### config.mk
export PLATFORM = sky130hd
export DESIGN_NAME = clk_div_sched
export DESIGN_NICKNAME = d
export VERILOG_FILES = /design/src/rtl/clk_div_sched.sv
export SDC_FILE = /design/constraint.sdc
export NUM_CORES = 1
export LEC_CHECK = 0
export BUFFER_PORTS_ARGS = -buffer_cell sky130_fd_sc_hd__buf_2
export CAP_MARGIN = 20
export CORE_MARGIN = 1
export CORE_UTILIZATION = 25
export CTS_BUF_LIST = sky130_fd_sc_hd__clkbuf_16
export DETAILED_ROUTE_END_ITERATION = 6
export GPL_TIMING_DRIVEN = 0
export HOLD_SLACK_MARGIN = 0.05
export SLEW_MARGIN = 20
export SYNTH_ARGS = -nofsm -noshare
export SYNTH_HDL_FRONTEND = slang
export SYNTH_SLANG_ARGS = --single-unit
### constraint.sdc
create_clock -name clk -period 1.7 [get_ports clk]
set_input_delay 0.085 -clock clk [delete_from_list [all_inputs] [get_ports clk]]
set_output_delay 0.085 -clock clk [all_outputs]
set_load 0.1 [all_outputs]
### src/rtl/clk_div_sched.sv
// rtl/clk_div_sched.sv - divided-clock tap generator with wrap-aligned glitch-free config switchover
module clk_div_sched #(
   parameter int                CNT_W    = 4,
   parameter int                SEL_W    = 2,
   parameter logic [CNT_W-1:0]  MASK_RST = 4'b0101
) (
   input  logic              clk,
   input  logic              rst_n,
   input  logic              ena,
   input  logic              cmd_valid,
   output logic              cmd_ready,
   input  logic [SEL_W-1:0]  cmd_sel,
   input  logic [CNT_W-1:0]  cmd_mask,
   output logic [CNT_W-1:0]  div_taps,
   output logic              sel_out,
   output logic              and_out,
   output logic              tick,
   output logic              busy
);

   localparam logic [SEL_W-1:0] MAX_SEL = SEL_W'(CNT_W - 1);

   typedef enum logic {IDLE, PEND} state_t;

   state_t              state;
   logic [CNT_W-1:0]    cnt;
   logic [SEL_W-1:0]    active_sel;
   logic [CNT_W-1:0]    active_mask;
   logic [SEL_W-1:0]    shadow_sel;
   logic [CNT_W-1:0]    shadow_mask;
   logic                wrap;

   assign wrap = ena & (cnt == {CNT_W{1'b1}});

   always_ff @(posedge clk or negedge rst_n) begin
      if (!rst_n) begin
         cnt <= '0;
      end else if (ena) begin
         cnt <= cnt + 1'b1;
      end
   end

   // The wrap seen while still IDLE is never used, so a command accepted on a
   // wrap cycle waits a full counter period.
   always_ff @(posedge clk or negedge rst_n) begin
      if (!rst_n) begin
         state       <= IDLE;
         active_sel  <= '0;
         active_mask <= MASK_RST;
         shadow_sel  <= '0;
         shadow_mask <= '0;
      end else begin
         case (state)
            IDLE: begin
               if (cmd_valid) begin
                  shadow_sel  <= (cmd_sel > MAX_SEL) ? MAX_SEL : cmd_sel;
                  shadow_mask <= cmd_mask;
                  state       <= PEND;
               end
            end
            PEND: begin
               if (wrap) begin
                  active_sel  <= shadow_sel;
                  active_mask <= shadow_mask;
                  state       <= IDLE;
               end
            end
            default: state <= IDLE;
         endcase
      end
   end

   assign cmd_ready = (state == IDLE);
   assign busy      = (state == PEND);
   assign tick      = wrap;
   assign div_taps  = cnt;
   assign sel_out   = cnt[active_sel];
   // Unmasked taps read as 1; an empty mask forces the output low.
   assign and_out   = (|active_mask) & (&(cnt | ~active_mask));

endmodule

== Word level (Yosys, flattened, before mapping) ==
Cells that the tools add are included.
Word-level totals
  logic and storage cells: 25
  bits in registers: 17
  output and inout port bits: 9
  input bits: 10
Cells by class
  eq/ne operators: 1
  bitwise operators: 5
  add/subtract/negate cells: 1
  reduce and logical (&&, ||, !) cells: 4
  order comparisons: 2
  muxes and demuxes: 6
Operator list (count)
  4-bit by 1-bit adder with 4-bit output (second input constant): 1
  4-bit == test (second input constant): 1
  4-bit inverter: 1
  4-bit bitwise OR: 1
  2-bit AND reduction: 2
  4-bit AND reduction: 1
  4-bit OR reduction: 1
  2-bit by 3-bit < comparator with 1-bit output (second input constant): 1
  1-bit two-way mux: 3
  1-bit bitwise AND: 2
  1-bit binary-select mux with 2-bit select: 1
  2-bit greater-than comparator (second input constant): 1
  2-bit two-way mux: 1
  1-bit one-hot mux with 2 select lines: 1
  1-bit inverter: 1

== Logic depth before layout (Yosys ltp) ==
  depth after elaboration: 4
  mapped depth: 4
  mapped depth without buffers: 4

== Least setup slack after synthesis ==
No wires, ideal clock.
  kind: reg-to-output
  from: reg cnt[0], in the netlist div_taps[0]
  to: out and_out
  cell stages (with the launch flop): 3
  buffers on the path: 0
  path slack: -1673 ps
  arrival: 3288 ps
  cells stage by stage: dfrtp_1 > o22ai_1 > nor3_1
On the way
  cells in the longest elaborated chain, start to end: 3
Ends and longest elaborated chain
  from (decl): RTL line 26  | logic [CNT_W-1:0] cnt;
  from (signal assigned): RTL line 39  | cnt <= cnt + 1'b1;
  4-bit bitwise OR: RTL line 79  | assign and_out = (|active_mask) & (&(cnt | ~active_mask));
  4-bit AND reduction: RTL line 79
  1-bit bitwise AND: RTL line 79
  to (decl): RTL line 16  | output logic and_out,
No other way between the ends.

== Final worst setup path ==
  from: reg cnt[1], in the netlist div_taps[1]
  to: out sel_out
On the way
  cells in the longest elaborated chain, start to end: 2
Ends and longest elaborated chain
  1-bit binary-select mux with 2-bit select: RTL line 77  | assign sel_out = cnt[active_sel];
  1-bit two-way mux (not written as such): RTL line 77
  to (decl): RTL line 15  | output logic sel_out,
No other way between the ends. The select of a mux whose other input is x is not followed.

==> metrics.csv <==
metric;value;unit
outcome;finished, violations left;
violations;DRC;
root_buffer;clkbuf_16;
synth_nets;62;
area_delta_synth_final;34.44;%
arrival;1.53;ns
grt_first_pass_wirelength;2.132;mm
holdCritPathClass;in2reg;
finalMaxSlewViolations;0;
grt_max_degree;18;
grt.total_usage;8.958;%
regArea;441.7;um^2
coreArea;2805;um^2
grt_pass1_vias;472;
dr.pass1.iters;5;
ant_nets;0;
r2r-start;div_taps[0];
r2r-end;active_mask[1];
post-place-ws;0.2749;ns
worstPathRequired;1.62;ns
worst-setup-path-type;reg2out;
clock_latency;0.25;ns
timing.hold.ws;0.05939;ns
overflow;0;
place_congestion;0.6828;
synth_top_family_by_area;multiplexers;
clock-sinks;17;
ys_seq_area_share;56.91;%
multiInputGateArea;324.1;um^2
worstSetupStartpointType;register;
dieArea;3231;um^2
synth_simple_gate_area_share;6.656;%
drt_iter0_drc;6;
setup_viol;0;
maxSlewHeadroom;68.29;%
dp_cells;100;
fillers;271;
die-width;56.85;um
holdPathStages;2;
netlist_instances;51;
final_cell_mix;buf_2 (19), dfrtp_1 (10), mux2_2 (7), mux2_4 (6), inv_1 (5);
cts_setup_buffers;0;
synth_fa_ha_area_share;1.664;%
antenna_cells;0;
clk_pin_slew;0.05;ns
yosys_register_bits;17;
r2r_slack;0.27;ns
period_minus_slack;1.617;ns
die_y;56.85;um
skew;0.001223;ns
portBuffers;18;
setup_tns;0;ns
routed_wl;1.240;mm
cts_tree;done;
num_vias;454;
worst_pin_slew;0.4714;ns
cp_max_fo;6;
endpoint_kind;primary output;
rr_worst_depth;4;
rows;19;
holdPathEnd;busy;
io_pins;19;
cts_max_level;1;
holdBufCountCts;1;
cts_resized;0;
drive_above_1_share;64.86;%
avgViaCountPerCell;4.324;
cap_violations;0;
netlist_area;752.0;um^2
finalNonFillerCells;105;
drc;4;
antenna_found_initial;0;
synth_mux_area_share;25.46;%
timing_hold_violations_final;0;
synth_compound_area_share;2.662;%
rsz0062_at_grt;no;
cts_buffers;3;
wl_per_cell;11.81;um
post-route-period-util;95.14;%
ys_warn_count;0;
clockBufferDepth;2;
synth_xor_area_share;3.494;%
start_util;26.81;%
layout_commonest_cell;buf_2;
ys_types;19;
avgSynthCellArea;14.74;um^2
setup_ws;0.08257;ns
min_from;cmd_valid;
max_freq;0.6183;GHz
nNetsFinal;86;
-- logic make-up (layout without fill, tap and decap cells) --
kind of cell	after synthesis	after routing
AOI/OAI and AO/OA	3	3
xor gates and xnor gates	3	3
adders and majority gates	1	1
buffers and inverters	6	29
DFF	17	17
muxes	14	14
and+or+nand+nor	7	7
-- routing by layer --
metal | up-vias | part of all wire [%] | track usage (%)
met3 | 2 | 7.3 | 3.456
met5 | - | 0 | 0
met4 | 0 | 0.81 | 3.136
met2 | 20 | 39 | 12.93
met1 | 209 | 53 | 12.19
li1 | 223 | - | -
-- through the flow --
stage / util [%] / instance area [um^2]
after floorplan: - / 789.5
after global placement: 32.74 / 918.4
after detailed placement: 32.74 / 918.4
after CTS: 36.04 / 1011
after global routing: 36.04 / 1011
final: 36.04 / 1011
-- cell usage after synthesis --
library cell	instances	area share, %
dfrtp_1	15	50
mux2_2	7	10
mux2_4	6	12
inv_1	5	2.5
dfstp_2	2	7.0
o22ai_1	2	1.7
xnor2_1	2	2.3
and4_4	1	1.5
buf_2	1	0.66
ha_1	1	1.7
mux4_2	1	3.0
nand2_1	1	0.50
nand2_4	1	1.5
nand4_1	1	0.83
nor2b_1	1	0.83
nor3_1	1	0.66
nor4_1	1	0.83
o21a_1	1	1.0
xor2_1	1	1.2
-- how the worst max path moves through the flow --
stage	startpoint	slack, ns	cells past startpoint	endpoint
global route	div_taps[1]	0.06	2	sel_out
finish	div_taps[1]	0.08	2	sel_out
CTS	div_taps[1]	0.08	2	sel_out
global placement	div_taps[1]	0.29	4	active_mask[1]
floorplan	div_taps[0]	-0.14	4	active_mask[1]
detailed placement	div_taps[0]	0.27	4	active_sel[1]
-- critical path, cell delays in order (launching register included) --
cell	delay (ns)
dfrtp_4	0.51
mux4_2	0.47
buf_2	0.31
-- area by class of cell --
class / instances / share of cell area (%)
plain buffers: 1 / 0.4950
clock inverters: 1 / 0.7426
flip-flops and latches: 17 / 43.69
repair buffers: 19 / 9.901
inverters: 5 / 1.856
well taps: 31 / 3.837
clock buffers: 3 / 7.426
multi-input cells: 28 / 32.05
-- registers in the layout (all words and copies together), names as in the netlist --
register and cells:
active_mask 4, div_taps 4, shadow_mask 4, active_sel 2, shadow_sel 2, busy 1
Power is not shown: default switching activity piles up to over one toggle a cycle in this logic, so the estimate is an artifact.
